File: src/rtl/write_bus_arbiter_pkg.sv
// Shared types and field widths for the write bus arbiter and its order FIFO.
package write_bus_arbiter_pkg;

  typedef enum logic {
    ST_IDLE,
    ST_GRANT
  } arb_state_e;

  localparam int unsigned BID_MSB   = 3;
  localparam int unsigned BID_LSB   = 2;
  localparam int unsigned AW_ID_W   = 4;
  localparam int unsigned AW_ADDR_W = 32;
  localparam int unsigned AW_ATOP_W = 6;
  localparam int unsigned W_DATA_W  = 32;

  // Index width for n items; never zero so single-master builds still elaborate.
  function automatic int unsigned idx_width(input int unsigned n);
    return (n > 1) ? $clog2(n) : 1;
  endfunction

endpackage

File: src/rtl/wr_order_fifo.sv
// Order FIFO holding the master index of each accepted AW until its W burst completes.
module wr_order_fifo
  import write_bus_arbiter_pkg::*;
#(
  parameter int unsigned WIDTH = 2,
  parameter int unsigned DEPTH = 4
) (
  input  logic             clk,
  input  logic             rst,
  input  logic             push,
  input  logic             pop,
  input  logic [WIDTH-1:0] din,
  output logic             full,
  output logic             empty,
  output logic [WIDTH-1:0] head
);

  localparam int unsigned PTR_W = idx_width(DEPTH);
  localparam int unsigned CNT_W = $clog2(DEPTH + 1);

  logic [WIDTH-1:0] mem_q [DEPTH];
  logic [PTR_W-1:0] wr_q, wr_d, rd_q, rd_d;
  logic [CNT_W-1:0] count_q, count_d;
  logic             do_push, do_pop;

  assign full    = (count_q == CNT_W'(DEPTH));
  assign empty   = (count_q == '0);
  assign head    = mem_q[rd_q];
  // A push while full is legal when the same cycle pops a slot free.
  assign do_push = push && (!full || pop);
  assign do_pop  = pop && !empty;

  always_comb begin
    wr_d    = wr_q;
    rd_d    = rd_q;
    count_d = count_q;
    if (do_push) wr_d = (32'(wr_q) == DEPTH - 1) ? '0 : wr_q + PTR_W'(1);
    if (do_pop)  rd_d = (32'(rd_q) == DEPTH - 1) ? '0 : rd_q + PTR_W'(1);
    unique case ({do_push, do_pop})
      2'b10:   count_d = count_q + CNT_W'(1);
      2'b01:   count_d = count_q - CNT_W'(1);
      default: count_d = count_q;
    endcase
  end

  always_ff @(posedge clk) begin
    if (rst) begin
      wr_q    <= '0;
      rd_q    <= '0;
      count_q <= '0;
    end else begin
      wr_q    <= wr_d;
      rd_q    <= rd_d;
      count_q <= count_d;
    end
  end

  always_ff @(posedge clk) begin
    if (do_push) mem_q[wr_q] <= din;
  end

endmodule

File: src/rtl/write_bus_arbiter.sv
// Round-robin arbiter sharing one AXI-style write slave between NUM_M managers;
// W beats follow AW acceptance order, B responses route back by bid[3:2].
module write_bus_arbiter
  import write_bus_arbiter_pkg::*;
#(
  parameter int unsigned NUM_M     = 4,
  parameter int unsigned ORD_DEPTH = 4
) (
  input  logic                         clk,
  input  logic                         rst,
  input  logic [NUM_M-1:0]             req_rq,
  output logic [NUM_M-1:0]             gnt_rq,
  input  logic [NUM_M-1:0]             m_awvalid,
  output logic [NUM_M-1:0]             m_awready,
  input  logic [AW_ID_W*NUM_M-1:0]     m_awid,
  input  logic [AW_ADDR_W*NUM_M-1:0]   m_awaddr,
  input  logic [AW_ATOP_W*NUM_M-1:0]   m_awatop,
  output logic                         s_awvalid,
  input  logic                         s_awready,
  output logic [AW_ID_W-1:0]           s_awid,
  output logic [AW_ADDR_W-1:0]         s_awaddr,
  output logic [AW_ATOP_W-1:0]         s_awatop,
  input  logic [NUM_M-1:0]             m_wvalid,
  output logic [NUM_M-1:0]             m_wready,
  input  logic [W_DATA_W*NUM_M-1:0]    m_wdata,
  input  logic [NUM_M-1:0]             m_wlast,
  output logic                         s_wvalid,
  input  logic                         s_wready,
  output logic [W_DATA_W-1:0]          s_wdata,
  output logic                         s_wlast,
  input  logic                         s_bvalid,
  output logic                         s_bready,
  input  logic [AW_ID_W-1:0]           s_bid,
  input  logic                         s_bcomp,
  output logic [NUM_M-1:0]             m_bvalid,
  input  logic [NUM_M-1:0]             m_bready,
  output logic [AW_ID_W-1:0]           m_bid,
  output logic                         m_bcomp
);

  localparam int unsigned IDX_W = idx_width(NUM_M);

  arb_state_e       state_q, state_d;
  logic [NUM_M-1:0] gnt_q, gnt_d;
  logic [IDX_W-1:0] gidx_q, gidx_d, rr_q, rr_d;
  logic [IDX_W-1:0] pick_idx, next_rr, head;
  logic             pick_vld, aw_hs;
  logic             fifo_push, fifo_pop, fifo_full, fifo_empty;

  assign gnt_rq = gnt_q;

  always_comb begin : pick_blk
    int unsigned cand;
    pick_vld = 1'b0;
    pick_idx = '0;
    cand     = 0;
    for (int unsigned i = 0; i < NUM_M; i++) begin
      cand = (32'(rr_q) + i) % NUM_M;
      if (!pick_vld && req_rq[cand]) begin
        pick_vld = 1'b1;
        pick_idx = IDX_W'(cand);
      end
    end
  end

  assign next_rr = (32'(gidx_q) + 1 >= NUM_M) ? '0 : IDX_W'(32'(gidx_q) + 1);

  always_comb begin
    state_d   = state_q;
    gnt_d     = gnt_q;
    gidx_d    = gidx_q;
    rr_d      = rr_q;
    fifo_push = 1'b0;
    unique case (state_q)
      ST_IDLE: begin
        if (pick_vld && !fifo_full) begin
          state_d          = ST_GRANT;
          gnt_d            = '0;
          gnt_d[pick_idx]  = 1'b1;
          gidx_d           = pick_idx;
        end
      end
      ST_GRANT: begin
        if (aw_hs) begin
          fifo_push = 1'b1;
          gnt_d     = '0;
          rr_d      = next_rr;
          state_d   = ST_IDLE;
        end else if (!req_rq[gidx_q]) begin
          gnt_d   = '0;
          rr_d    = next_rr;
          state_d = ST_IDLE;
        end
      end
      default: state_d = ST_IDLE;
    endcase
  end

  always_ff @(posedge clk) begin
    if (rst) begin
      state_q <= ST_IDLE;
      gnt_q   <= '0;
      gidx_q  <= '0;
      rr_q    <= '0;
    end else begin
      state_q <= state_d;
      gnt_q   <= gnt_d;
      gidx_q  <= gidx_d;
      rr_q    <= rr_d;
    end
  end

  always_comb begin
    s_awvalid = 1'b0;
    s_awid    = '0;
    s_awaddr  = '0;
    s_awatop  = '0;
    m_awready = '0;
    if (state_q == ST_GRANT) begin
      for (int unsigned i = 0; i < NUM_M; i++) begin
        if (32'(gidx_q) == i) begin
          s_awvalid    = m_awvalid[i];
          s_awid       = m_awid[i*AW_ID_W +: AW_ID_W];
          s_awaddr     = m_awaddr[i*AW_ADDR_W +: AW_ADDR_W];
          s_awatop     = m_awatop[i*AW_ATOP_W +: AW_ATOP_W];
          m_awready[i] = s_awready;
        end
      end
    end
  end

  assign aw_hs = s_awvalid && s_awready;

  wr_order_fifo #(
    .WIDTH (IDX_W),
    .DEPTH (ORD_DEPTH)
  ) u_order_fifo (
    .clk   (clk),
    .rst   (rst),
    .push  (fifo_push),
    .pop   (fifo_pop),
    .din   (gidx_q),
    .full  (fifo_full),
    .empty (fifo_empty),
    .head  (head)
  );

  // Only the FIFO head's W channel is connected; everyone else stalls.
  always_comb begin
    s_wvalid = 1'b0;
    s_wdata  = '0;
    s_wlast  = 1'b0;
    m_wready = '0;
    if (!fifo_empty) begin
      for (int unsigned i = 0; i < NUM_M; i++) begin
        if (32'(head) == i) begin
          s_wvalid    = m_wvalid[i];
          s_wdata     = m_wdata[i*W_DATA_W +: W_DATA_W];
          s_wlast     = m_wlast[i];
          m_wready[i] = s_wready;
        end
      end
    end
  end

  assign fifo_pop = s_wvalid && s_wready && s_wlast;

  // Ids whose master field names no existing master are accepted and dropped.
  always_comb begin : b_route
    logic hit;
    hit      = 1'b0;
    m_bvalid = '0;
    s_bready = 1'b0;
    for (int unsigned i = 0; i < NUM_M; i++) begin
      if (32'(s_bid[BID_MSB:BID_LSB]) == i) begin
        m_bvalid[i] = s_bvalid;
        s_bready    = m_bready[i];
        hit         = 1'b1;
      end
    end
    if (!hit) s_bready = 1'b1;
  end

  assign m_bid   = s_bid;
  assign m_bcomp = s_bcomp;

endmodule

File: config.mk
export PLATFORM = sky130hd
export DESIGN_NAME = write_bus_arbiter
export DESIGN_NICKNAME = d
export VERILOG_FILES = /design/src/rtl/write_bus_arbiter_pkg.sv /design/src/rtl/wr_order_fifo.sv /design/src/rtl/write_bus_arbiter.sv
export SDC_FILE = /design/constraint.sdc
export NUM_CORES = 1
export LEC_CHECK = 0
export CAP_MARGIN = 20
export CORE_AREA = 2 2 167 169
export CTS_CLUSTER_DIAMETER = 60
export DETAILED_ROUTE_END_ITERATION = 16
export DIE_AREA = 0 0 169 171
export SYNTH_ARGS = -nofsm -noshare
export SYNTH_HDL_FRONTEND = slang
export SYNTH_HIERARCHICAL = 1
export SYNTH_SLANG_ARGS = --single-unit
File: constraint.sdc
create_clock -name clk -period 3.25 [get_ports clk]
set_clock_uncertainty 0.15 [all_clocks]
set_input_delay 0.4875 -clock clk [delete_from_list [all_inputs] [get_ports clk]]
set_output_delay 0.4875 -clock clk [all_outputs]
set_load 0.01 [all_outputs]
-- Yosys cells after proc, flatten, opt, wreduce, memory -nomap -nowiden
Memories as Yosys holds them, arrays and structs flattened. A register that Yosys moved wholly into a read port is not among the register bits.
Index checks and enable logic that the tools add are counted.
W data, S select, Z words.
- logic and storage cells: 164
- memories: 1
- bits in writable memories: 8
- flip-flop bits (word level): 16
- output and inout port bits: 99
- add/subtract/negate cells: 8
- eq/ne operators: 17
- mux-type cells: 98
- bitwise gates (word level): 1
- reductions and logical operators: 24
- order comparisons: 8
- memories (memory ; words ; bits a word ; rd ports ; clocked after Yosys merged registers in ; wr ports ; RTL line ; text):
    u_order_fifo.mem_q ; 4 ; 2 ; 1 ; 1 ; 1 ; wr_order_fifo.sv:21 ; logic [WIDTH-1:0] mem_q [DEPTH];
- operators with widths (cell ; count):
    $mux W32 ; 10
    $mux W1 ; 53
    $mux W4 ; 10
    $ge A32 B3 Y1 const B ; 1
    $mux W6 ; 5
    $mux W2 ; 11
    $eq A2 B2 Y1 const B ; 9
    $lt A2 B3 Y1 const B ; 6
    $bmux W1 S2 ; 5
    $logic_and A1 B1 Y1 ; 10
    $eq A2 B1 Y1 const B ; 4
    $pmux W4 S2 ; 1
    $add A2 B1 Y2 const B ; 3
    $logic_not A2 Y1 ; 3
    $pmux W3 S2 ; 1
    $reduce_and A2 Y1 ; 3
    $logic_not A1 Y1 ; 5
    $add A2 B2 Y2 const B ; 2
    $ne A2 B2 Y1 const B ; 2
    $add A2 B1 Y3 const B ; 1
    $add A3 B1 Y3 const B ; 1
    $eq A3 B3 Y1 const B ; 1
    $logic_not A3 Y1 ; 1
    $ne A3 B3 Y1 const B ; 1
    7 further kinds ; 7

-- Longest topological paths before layout
- depth after elaboration: 18
- gate-level depth with buffers: 14

-- Hierarchy
Netlist, hierarchy kept.
- modules (own cells, without submodules) (module ; area an instance (µm²) ; sequential area each (µm²) ; cells an instance ; times used):
    write_bus_arbiter ; 3173.0 ; 180.2 ; 423 ; 1
    wr_order_fifo ; 805.8 ; 420.4 ; 63 ; 1

-- Worst setup path before layout
OpenSTA, ideal clock, no wires.
- path type: register to register
- start point: register (tool-made name)
- end point: register u_order_fifo.count_q[2]
- path slack: -0.350 ns
- buffers on the path: 1
- stages on the path, launching flop included: 15
- library setup time: 0.070 ns
- data arrival time: 3.380 ns
- clock period less this slack: 3.600 ns
- cell sequence: dfxtp_1 -> mux4_2 -> buf_2 -> mux4_2 -> nor2b_1 -> and3_1 -> inv_1 -> a21boi_4 -> inv_1 -> ha_1 -> inv_1 -> fa_1 -> xor2_1 -> or3_2 -> a21oi_1
- RTL lines (element ; RTL line ; text):
    to (signal assigned) ; wr_order_fifo.sv:54 ; count_q <= count_d;
    to (decl) ; wr_order_fifo.sv:23 ; logic [CNT_W-1:0] count_q, count_d;

==> summary.md <==
| Metric | Value |
|---|---|
| 1st-iter DRT viols | `185` |
| Share of the synthesized area in the top cell type | `0.2094` |
| Critical Path Source Type | `register` |
| TNS Setup | `-0.1765 ns` |
| Die ar. | `28900 um^2` |
| Cells after Synth | `486` |
| CTS Buf Count | `3` |
| Final Non-Filler Cells | `1240` |
| Synth area leader | `mux4_2` |
| Initial core utilization | `0.1456` |
| Sequential share of the synthesized area | `0.1509` |
| Power per cell area | `215.2 nW/um^2` |
| Port Buffers | `418` |
| Maxcap violations | `0` |
| WHS Path Cells | `2` |
| Final hold violations | `0` |
| Critical path type | `reg -> reg` |
| Placed Cells | `1221` |
| Largest net degree at the start of global routing | `73` |
| Layout Nets | `1228` |
| Top-count cell post-synth | `nor2b_1` |
| Final Core Density | `0.3313` |
| Worst hold path class | `reg -> reg` |
| Crit. End Element | `register` |
| Critical Path RT | `3.30 ns` |
| Status | `finished, violations left` |
| Via count | `5450` |
| Clock sinks | `26` |
| Worst r2r src | `u_order_fifo/mem_q[3][0]` |
| Ys async rst share | `0` |
| Synth top area cells | `mux4_2, nor2b_1, dfxtp_1` |
| R2R Setup Slk | `-0.17 ns` |
| FF+latch count, synth | `26` |
| Die outline width | `169 um` |
| Syn Area/Cell | `8.187 um^2` |
| Combinational power share | `0.634` |
| IO Count | `425` |
| Worst r2r path cells | `13` |
| GP Congestion | `0.7927` |
| Pint | `1.347 mW` |
| Switching Fraction | `0.3085` |
| Hold buffer count at CTS | `0` |
| Initial antenna violation count | `5` |
| Die H | `171 um` |
| Clock Power Share | `0.181` |
| Worst Hold End | `gnt_rq[2]` |
| Grt total ovfl | `0` |
| FP Rows | `61` |
| Mapped Area | `3979 um^2` |
| Clk root buf | `clkbuf_16` |
| Least-Margin Pin Slew | `0.5968 ns` |
| Post-DR vias/cell | `4.395` |
| Drc violations | `0` |
| Hold_sp | `gnt_rq[2]` |
| Max Transition Viols Final | `0` |
| Final total power | `1.948 mW` |
| First-pass GRT wire length | `30.81 mm` |
| Vias in the first global route | `5470` |
| Initial DRT Pass Iterations | `4` |
| Post-DP HPWL | `18.75 mm` |
| Sw power | `600.9 uW` |
| Final Cycle Share | `1.053` |
| Final-report setup violation count | `2` |
| Post-synth top flop | `dfxtp_1` |
| Core area | `27320 um^2` |
| Fin crit period | `3.423 ns` |
| P&R area growth vs syn | `127.5%` |
| WL final | `22.83 mm` |
| Worst-path clk slew | `0.06 ns` |
| Yosys warning count | `6` |
| Worst slew margin | `0.6014` |
| LEAKAGE | `3.678 nW` |
| Cell variety after synth | `45` |
| CTS H-tree depth | `1` |
| Seq pwr share | `0.185` |
| Failing checks | `setup timing` |
| Worst vdd ir | `0.1641 mV` |
| Crit path max fanout | `4` |
| Reg2Reg Capture Point | `u_order_fifo/count_q[2]` |
| Unrepaired setup endpoints after global routing | `true` |
| Share of layout cells above drive strength 1 | `0.1382` |
| Clk_lat worst skew | `0.26 ns` |
| Fmax | `292.2 MHz` |
| CP arrival | `3.47 ns` |
| Syn Nets | `823` |
| CTS tree | `yes` |
| Post-synth EDFFs | `8` |
| Wire length per cell | `18.41 um` |
| Post-synth top cells | `nor2b_1, a21oi_1, nor2_1` |
| Antenna Nets Post-Route | `0` |
| CTS max path bufs | `2` |
| Overall routing resource usage | `0.1381` |
| Final worst slack | `-0.1727 ns` |
==> state kept, by name (all words and copies together), names as in the netlist, named ones only <==
name,flops
state_q,1
u_order_fifo/count_q,3
u_order_fifo/wr_q,2
gidx_q,2
rr_q,2
u_order_fifo/rd_q,2
gnt_rq,4
u_order_fifo/mem_q,8
==> power groups by stage <==
stage | combinational (mW) | clock [mW] | sequential, mW
2_1_floorplan | 0.466 | 0 | 0.363
3_3_place_gp | 1.17 | 0 | 0.368
3_5_place_dp | 1.17 | 0 | 0.368
4_1_cts | 1.18 | 0.362 | 0.362
5_1_grt | 1.33 | 0.376 | 0.363
6_report | 1.23 | 0.353 | 0.360
==> metrics by stage <==
| stage | hold WS, ns | setup slack (ns) | area [um^2] |
|---|---|---|---|
| 6_report | 0.3168 | -0.1727 | 9051 |
| 3_3_place_gp | 0.3072 | -0.1541 | 8636 |
| 2_1_floorplan | 0.3058 | -0.07000 | 4008 |
| 4_1_cts | 0.3203 | -0.2251 | 8783 |
| 5_1_grt | 0.3393 | -0.3012 | 9051 |
| 3_5_place_dp | 0.3106 | -0.2396 | 8636 |
==> cells in the final DEF (no fill, tap or decap), drive strengths merged, types with 2 or more instances in the layout <==
master           n
nand2b           7
dlymetal6s2s    28
nand2           14
buf             31
a211oi           2
edfxtp           8
and2             5
and3             7
xor2             2
ha              10
or2              2
nand3b           3
diode            4
nor3            43
nor2            54
clkdlybuf4s50  384
or3              5
nor3b            3
clkbuf          11
a21oi           57
a221oi          41
dfxtp           18
mux2i            5
nor2b           78
mux4            38
nand3            5
inv             13
clkdlybuf4s15    2
o21ai            3
==> how the worst max path moves through the flow <==
stage | start | end | slack, ns | cells past startpoint
final | u_order_fifo/mem_q[3][0] | u_order_fifo/count_q[2] | -0.17 | 13
after global routing | u_order_fifo/mem_q[3][0] | u_order_fifo/count_q[2] | -0.30 | 13
after CTS | u_order_fifo/mem_q[3][0] | u_order_fifo/count_q[2] | -0.23 | 13
after detailed placement | u_order_fifo/mem_q[3][0] | u_order_fifo/count_q[2] | -0.24 | 13
after global placement | register | u_order_fifo/count_q[2] | -0.15 | 13
after floorplan | register | u_order_fifo/count_q[2] | -0.07 | 14
==> repair_timing <==
item,4_1_cts,5_1_grt
pin swaps,4,4
gates resized for setup,14,53
cloned,0,4
setup buffers,2,5
setup endpoints to repair,64,51
==> critical path, stage by stage (launching register included) <==
cell	delay, ns
edfxtp_1	0.39
mux4_2	0.61
mux4_2	0.55
nor2b_4	0.16
and3_4	0.16
inv_2	0.07
a21boi_4	0.06
inv_1	0.07
ha_2	0.18
inv_2	0.04
fa_2	0.33
xor2_1	0.16
or3_4	0.33
a21oi_2	0.11
==> final cells by class <==
type / count / area, um^2
clock buffer: 3 / 75.07
antenna: 4 / 10.01
tap: 346 / 432.9
clock inverter: 1 / 30.03
sequential: 26 / 609.3
fill: 2905 / 18270
timing repair buffer: 453 / 4621
inverter: 14 / 53.80
multi-input combinational: 393 / 3219
==> routing by layer <==
metal / track usage / vias up / wire length, um
met5: 0 / - / 13
met4: 0.05463 / 2 / 734
met3: 0.03030 / 26 / 1902
met2: 0.2799 / 272 / 12460
met1: 0.1346 / 2536 / 7717
li1: - / 2614 / -
==> logic make-up after synthesis <==
group,after synthesis,synth area share
and+or+nand+nor,227,0.3094
AOI/OAI and AO/OA,109,0.1950
buffers and inverters,67,0.07138
muxes,44,0.2324
DFF,26,0.1509
adders and majority gates,11,0.03648
xor gates and xnor gates,2,0.004403
(Power assumes the default switching activity.)
